[config.mk]
export PLATFORM = sky130hd
export DESIGN_NAME = lighting_actuator
export DESIGN_NICKNAME = d
export VERILOG_FILES = /design/src/rtl/lighting_actuator.sv
export SDC_FILE = /design/constraint.sdc
export NUM_CORES = 1
export LEC_CHECK = 0
export CAP_MARGIN = 20
export CORE_ASPECT_RATIO = 1.1
export CORE_MARGIN = 2
export CORE_UTILIZATION = 25
export CTS_BUF_LIST = sky130_fd_sc_hd__clkbuf_4 sky130_fd_sc_hd__clkbuf_8
export CTS_CLUSTER_SIZE = 40
export DETAILED_ROUTE_END_ITERATION = 8
export SETUP_SLACK_MARGIN = 0.1
export SYNTH_ARGS = -nofsm -noshare
export SYNTH_HDL_FRONTEND = slang
export SYNTH_SLANG_ARGS = --single-unit
[constraint.sdc]
create_clock -name clk -period 5.75 [get_ports clk]
set_clock_uncertainty 0.05 [all_clocks]
set_input_delay 1.15 -clock clk [delete_from_list [all_inputs] [get_ports clk]]
set_output_delay 1.15 -clock clk [all_outputs]
set_load 0.005 [all_outputs]
[src/rtl/lighting_actuator.sv]
// Lighting actuator: latches a lamp/shade target over valid/ready and walks the outputs toward it.
// Config macro INRUSH_STAGGER_EN: when defined, lamps toggle one per STEP_CYCLES; otherwise they load at accept.
module lighting_actuator #(
  parameter int STEP_CYCLES  = 4,
  parameter int SHADE_CYCLES = 8
) (
  input  logic        clk,
  input  logic        rst_n,
  input  logic        cmd_valid,
  output logic        cmd_ready,
  input  logic [15:0] cmd_lights,
  input  logic [3:0]  cmd_shade,
  output logic [15:0] lamp_out,
  output logic [3:0]  shade_pos,
  output logic        motor_up,
  output logic        motor_dn,
  output logic        busy,
  output logic        done
);

  typedef enum logic [1:0] {
    IDLE = 2'd0,
    RUN  = 2'd1,
    DONE = 2'd2
  } state_t;

  state_t      state;
  state_t      state_nxt;
  logic [3:0]  tgt_s;
  logic [7:0]  shade_cnt;
  logic        accept;
  logic        lamps_match;
  logic        shade_match;
  logic        shade_wrap;

  assign accept      = (state == IDLE) && cmd_valid;
  assign shade_match = (shade_pos == tgt_s);
  assign shade_wrap  = (shade_cnt == 8'(SHADE_CYCLES - 1));

  always_ff @(posedge clk or negedge rst_n) begin
    if (!rst_n) begin
      state <= IDLE;
    end else begin
      state <= state_nxt;
    end
  end

  always_comb begin
    state_nxt = state;
    case (state)
      IDLE:    if (cmd_valid) state_nxt = RUN;
      RUN:     if (lamps_match && shade_match) state_nxt = DONE;
      DONE:    state_nxt = IDLE;
      default: state_nxt = IDLE;
    endcase
  end

  // Motor drive is decoded from registered state only, so up/down are mutually exclusive.
  always_comb begin
    cmd_ready = (state == IDLE);
    busy      = (state != IDLE);
    done      = (state == DONE);
    motor_up  = (state == RUN) && (shade_pos < tgt_s);
    motor_dn  = (state == RUN) && (shade_pos > tgt_s);
  end

  always_ff @(posedge clk or negedge rst_n) begin
    if (!rst_n) begin
      tgt_s     <= 4'd0;
      shade_cnt <= 8'd0;
      shade_pos <= 4'd0;
    end else if (accept) begin
      tgt_s     <= cmd_shade;
      shade_cnt <= 8'd0;
    end else if (motor_up || motor_dn) begin
      if (shade_wrap) begin
        shade_cnt <= 8'd0;
        shade_pos <= motor_up ? shade_pos + 4'd1 : shade_pos - 4'd1;
      end else begin
        shade_cnt <= shade_cnt + 8'd1;
      end
    end
  end

`ifdef INRUSH_STAGGER_EN
  logic [15:0] tgt_l;
  logic [15:0] lamp_diff;
  logic [15:0] lamp_pick;
  logic [7:0]  step_cnt;

  // Isolate the lowest mismatched lamp; on and off transitions are treated the same.
  assign lamp_diff   = lamp_out ^ tgt_l;
  assign lamp_pick   = lamp_diff & (~lamp_diff + 16'd1);
  assign lamps_match = (lamp_diff == 16'd0);

  always_ff @(posedge clk or negedge rst_n) begin
    if (!rst_n) begin
      tgt_l    <= 16'd0;
      step_cnt <= 8'd0;
      lamp_out <= 16'd0;
    end else if (accept) begin
      tgt_l    <= cmd_lights;
      step_cnt <= 8'd0;
    end else if (state == RUN) begin
      if (step_cnt == 8'(STEP_CYCLES - 1)) begin
        step_cnt <= 8'd0;
        lamp_out <= lamp_out ^ lamp_pick;
      end else begin
        step_cnt <= step_cnt + 8'd1;
      end
    end
  end
`else
  assign lamps_match = 1'b1;

  always_ff @(posedge clk or negedge rst_n) begin
    if (!rst_n) begin
      lamp_out <= 16'd0;
    end else if (accept) begin
      lamp_out <= cmd_lights;
    end
  end
`endif

endmodule

==> impl_metrics.yaml, run 1 <==
floorplanning:
  start_util_pct: 25.6
  chipHeight_um: 89.7
  core_um2: 6520
  num_io_pins: 48
  rows: 31
  dieWidth_um: 81.9
  dieArea_um2: 7350
synth:
  netlist_instances: 173
  synth_flop_cell: "dfrtp_1"
  post-synth-top-count-cell: "nand2_1"
  synth_top_area_share_pct: 51.0
  ys_ff_latch: 34
  synth.yosys.warnings: 0
  synth.avg_cell_area_um2: 9.65
  ys_top_cells_by_area: "dfrtp_1, nand2_1, ha_1"
  synth_edf_count: 0
  async_flop_share_pct: 100
  ys_types: 39
  synthTopCellsByCount: "nand2_1, dfrtp_1, ha_1"
  seq_area_frac_synth_pct: 51.0
  synth_top_area_cell: "dfrtp_1"
  netlist_area_um2: 1670
  synth_fp_nets: 204
cts:
  h-tree-depth: 2
  post_cts_buffers: 0
  clock_sinks: 34
  clk_path_buf_depth: 2
  insertion_delay_ps: 280
  cts_resized: 0
  root_buffer: "clkbuf_8"
  hold_buffers: 0
  cts_tree: "built"
  cts_buffers: 5
  clkTransAtPathRegs_ps: 70
grt:
  grt_pass1_wl_um: 6020
  grt_use_total_pct: 10.7
  antenna_found_initial: 0
  grt_max_degree: 35
  overflow: 0
  grt_pass1_vias: 1303
pwr:
  intPower_w: 0.000353
  ir_worst_vdd_v: 0.0000839
  p_sw_w: 0.0000916
  power.share.combinational_pct: 4.3
  power_density_nw_per_um2: 192
  clockPowerShare_pct: 41.9
  leakagePower_nw: 1.15
  switching_share_pct: 20.6
  p_seq_share_pct: 53.8
critical_path:
  required_ps: 4550
  start_kind: "flop"
  critPathArrivalTime_ps: 2330
  crit_path_end_kind: "output pin"
  path_max_fanout: 5
  worstPathBufferInverterCount: 2
  cp_cell_sequence: "ha_1, nor2b_4, o211ai_1, nand2_1, inv_2, clkdlybuf4s50_1"
  regToRegSetupSlack_ps: 2940
  criticalPathCategory: "reg2out"
  critPathMaxStageDelay_ps: 500
  path_delay_family: "buffers and inverters"
  critPathSlowestCell: "clkdlybuf4s50_1"
routing:
  wl_um: 3550
  drtAntennaViolNets: 0
  vias_per_cell: 4.36
  drtIter0Drc: 52
  vias: 1331
  firstDrtPassIters: 4
  drc: 0
  post_drt_wl_per_cell_um: 11.6
cells_and_area:
  area.growth.synth_to_final_pct: 38.5
  nets: 253
  n_antenna_cell: 0
  final_design_area_no_fill_um2: 2310
  drive_gt1_share_pct: 9.42
run_status:
  outcome: "complete, no violations"
place:
  placed_area_um2: 2220
  place.gp.congestion: 0.701
  port_buffers: 47
  dp_hpwl_um: 2470
timing:
  period_share_pct: 61.4
  relSlewSlack_pct: 39.4
  rsz0062_at_grt: "false"
  tns_ps: 0
  final-max-slew-violation-count: 0
  fmaxAchievable_mhz: 283
  finalSetupViolCount: 0
  min_period_ps: 3530
  tightest_slew_ps: 910
  hold_viol: 0
job:
  drv_cap: 0
min_path:
  hold_class: "reg2reg"
==> state kept, by name, indices dropped and copies added (netlist names) <==
register and cells:
state 2, shade_cnt 8, lamp_out 16, tgt_s 4
shade_pos 4
==> path summary, 6_finish.rpt <==
path                              start  cells past startpoint            to
min reg2reg                 lamp_out[2]                      2   lamp_out[2]
max                        shade_pos[1]                      6      motor_up
max reg2reg                shade_pos[1]                     10  shade_pos[3]
min in group asynchronous         rst_n                      1  shade_cnt[4]
max in group asynchronous         rst_n                      1  shade_cnt[3]
min                         lamp_out[2]                      2   lamp_out[2]
==> stage by stage <==
| stage | power (W) | cells | hold slack, ps | setup slack, ps | utilization, % |
|---|---|---|---|---|---|
| final | 0.000445 | 305 | 430 | 2220 | 35.5 |
| after CTS | 0.000454 | 305 | 435 | 2210 | 35.5 |
| after detailed placement | 0.000263 | 297 | 411 | 2530 | 34.0 |
| after global routing | 0.000466 | 305 | 461 | 2070 | 35.5 |
| after global placement | 0.000264 | 297 | 414 | 2550 | 34.0 |
| after floorplan | 0.000244 | 173 | 400 | 3070 | - |
==> kinds of logic (layout without fill, tap and decap cells) <==
family | after synthesis | count (layout) | share of synthesized area [%]
AOI/OAI and AO/OA | 20 | 20 | 9.30
adders and majority gates | 8 | 8 | 6.45
buffers and inverters | 11 | 61 | 2.62
DFF | 34 | 34 | 51.0
and+or+nand+nor | 92 | 92 | 25.6
muxes | 4 | 4 | 3.00
xor gates and xnor gates | 4 | 4 | 2.10
==> power groups by stage <==
stage / sequential (W) / clock (W) / combinational [W]
3_5_place_dp: 0.000244 / 0 / 0.0000198
6_report: 0.000239 / 0.000187 / 0.0000191
3_3_place_gp: 0.000244 / 0 / 0.0000200
5_1_grt: 0.000239 / 0.000206 / 0.0000211
2_1_floorplan: 0.000244 / 0 / 0.000000184
4_1_cts: 0.000239 / 0.000195 / 0.0000199
==> metal layers <==
layer	global-route usage, %	part of all wire (%)	wire [um]	up-vias
met5	0	0	0	-
met4	4.09	1.8	65	0
met2	16.9	46	1620	32
met3	3.10	4.5	159	6
met1	13.8	48	1700	622
li1	-	-	-	671
==> placed cells by master, fill, tap and decap left out, types with 2 or more instances in the layout <==
cell type / Yosys / final
a211o_1: 3 / 3
a21o_1: 3 / 3
a21oi_1: 2 / 2
and3_1: 2 / 2
clkbuf_8: 0 / 6
clkdlybuf4s50_1: 0 / 46
dfrtp_1: 34 / 34
ha_1: 7 / 7
inv_1: 4 / 4
inv_2: 2 / 2
mux2_4: 2 / 2
mux2i_1: 2 / 2
nand2_1: 62 / 62
nand2b_1: 2 / 2
nand3_1: 3 / 3
nor2_1: 4 / 4
nor2b_1: 2 / 2
nor3_1: 2 / 2
nor4_1: 3 / 3
o211ai_1: 2 / 2
o21ai_1: 5 / 5
or2_1: 2 / 2
or4_1: 2 / 2
xnor2_1: 2 / 2
xor2_1: 2 / 2
==> final cells by class <==
| cell class | count | area (um2) |
|---|---|---|
| flip-flops and latches | 34 | 851 |
| inverters | 6 | 22.5 |
| well taps | 82 | 103 |
| clock buffers | 7 | 90.1 |
| repair buffers | 47 | 465 |
| multi-input cells | 128 | 774 |
| fillers | 699 | 4210 |
| clock inverters | 1 | 5.00 |
==> worst register-to-register path: cells and delay by family, from the launching register on <==
family | cells | cell delay [ps]
adders and majority gates | 2 | 660
xor gates and xnor gates | 1 | 160
and+or+nand+nor | 3 | 750
AOI/OAI and AO/OA | 4 | 650
DFF | 1 | 440
Power figures use the tool's default switching activity.
==> inputs of run 2 (changes only) <==
==> constraint.sdc (replaced) <==
create_clock -name clk -period 3.5 [get_ports clk]
set_clock_uncertainty 0.05 [all_clocks]
set_input_delay 0.7 -clock clk [delete_from_list [all_inputs] [get_ports clk]]
set_output_delay 0.7 -clock clk [all_outputs]
set_load 0.005 [all_outputs]
==> run 2 against run 1 <==
Sequential share of layout area is 0.060 points higher. Routed wire length is 2.4% higher. Die area stayed put. Critical path type unchanged. Total power is 60% higher. Core utilization is 0.058 points lower. Critical path depth stayed put. Sequential power is 64% higher. Non-clock buffer count is 1 higher.
==> impl_metrics.yaml, run 2 (same netlist as run 1, synthesis figures left out) <==
cells_and_area:
  final_util_pct: 35.4
  layout_common_cells: "nand2_1, clkdlybuf4s50_1, dfrtp_1"
  n_antenna_cell: 0
  regMostFlops: "lamp_out"
  drive_gt1_share_pct: 9.42
  fillers: 675
  top_regs: "lamp_out: 16 flops, shade_cnt: 8 flops"
  final-seq-area_um2: 851
  multi_input_comb_area_um2: 774
  layout_commonest_cell: "nand2_1"
  largest_reg_flops: 16
  area.growth.synth_to_final_pct: 38.2
  nets: 254
cts:
  post_cts_buffers: 0
  clkTransAtPathRegs_ps: 70
  hold_buffers: 0
  root_buffer: "clkbuf_8"
  clk_path_buf_depth: 2
  cts_buffers: 5
  h-tree-depth: 2
  cts_resized: 0
  cts_tree: "built"
  clock_sinks: 34
  insertion_delay_ps: 290
timing:
  tns_ps: 0
  finalSetupViolCount: 0
  final-max-slew-violation-count: 0
  tightest_slew_ps: 778
  fmaxAchievable_mhz: 326
  min_period_ps: 3070
  rsz0062_at_grt: "false"
  hold_viol: 0
  period_share_pct: 87.6
  relSlewSlack_pct: 48.2
routing:
  firstDrtPassIters: 4
  drc: 0
  post_drt_wl_per_cell_um: 11.9
  vias_per_cell: 4.42
  vias: 1348
  drtAntennaViolNets: 0
  wl_um: 3630
  drtIter0Drc: 51
grt:
  antenna_found_initial: 0
  grt_use_total_pct: 11.1
  overflow: 0
  grt_max_degree: 35
  grt_pass1_vias: 1327
  grt_pass1_wl_um: 6170
pwr:
  power_density_nw_per_um2: 308
  switching_share_pct: 20.4
  leakagePower_nw: 1.15
  ir_worst_vdd_v: 0.000131
  p_seq_share_pct: 55.3
  p_sw_w: 0.000145
  intPower_w: 0.000566
  clockPowerShare_pct: 40.3
  power.share.combinational_pct: 4.5
run_status:
  outcome: "complete, no violations"
floorplanning:
  dieWidth_um: 81.9
  rows: 31
  num_io_pins: 48
  start_util_pct: 25.6
  core_um2: 6520
  dieArea_um2: 7350
  chipHeight_um: 89.7
critical_path:
  crit_path_end_kind: "output pin"
  required_ps: 2750
  criticalPathCategory: "reg2out"
  critPathArrivalTime_ps: 2320
  path_max_fanout: 5
  start_kind: "flop"
place:
  dp_hpwl_um: 2520
  place.gp.congestion: 0.756
  port_buffers: 47
min_path:
  hold_class: "reg2reg"
job:
  drv_cap: 0
run 2: cell types whose count changed in the layout (fill, tap and decap cells not counted):
cell and change:
buf_4 +1, clkbuf_4 +1, clkbuf_8 -1, clkinv_2 -1
run 2: metal layers:
layer	part of all wire, %	wire length (um)	track usage [%]
met3	4.8	174	3.30
met1	44	1590	14.1
met4	1.9	68	4.09
met2	49	1800	17.7
met5	0	0	0
run 2: cell type report:
cell class	count	share of cell area [%]
clock buffers	7	3.63
well taps	82	4.45
repair buffers	48	20.5
inverters	6	0.976
flip-flops and latches	34	36.9
multi-input cells	128	33.6
run 2: worst max-delay path: stages, from the launching register on:
cell and delay (ps):
dfrtp_1 440, ha_1 330, nor2b_4 130, o211ai_1 280
nand2_1 210, inv_2 130, clkdlybuf4s50_1 500
run 2: power by group through the flow:
| stage | registers, W | clock network (W) | logic (W) |
|---|---|---|---|
| after CTS | 0.000393 | 0.000302 | 0.0000326 |
| final | 0.000393 | 0.000286 | 0.0000317 |
| after global routing | 0.000392 | 0.000316 | 0.0000350 |
| after floorplan | 0.000400 | 0 | 0.000000303 |
| after global placement | 0.000400 | 0 | 0.0000325 |
| after detailed placement | 0.000400 | 0 | 0.0000325 |
run 2: worst paths after layout:
path                            slack (ps)  cells past startpoint          from      endpoint
worst max register to register         710                     10  shade_pos[1]  shade_pos[3]
min in group asynchronous              440                      1         rst_n  shade_cnt[5]
worst max-delay path                   430                      6  shade_pos[1]      motor_up
worst min-delay path                   430                      2   lamp_out[9]   lamp_out[9]
worst min register to register         430                      2   lamp_out[9]   lamp_out[9]
max in group asynchronous             2470                      1         rst_n   lamp_out[0]
run 2: through the flow:
stage	area [um2]	setup slack (ps)	power, W	cells	hold WS, ps
2_1_floorplan	1670	899	0.000401	173	354
3_3_place_gp	2220	775	0.000433	298	410
3_5_place_dp	2220	715	0.000433	298	416
4_1_cts	2310	413	0.000727	305	435
5_1_grt	2310	269	0.000743	305	457
6_report	2310	435	0.000711	305	426
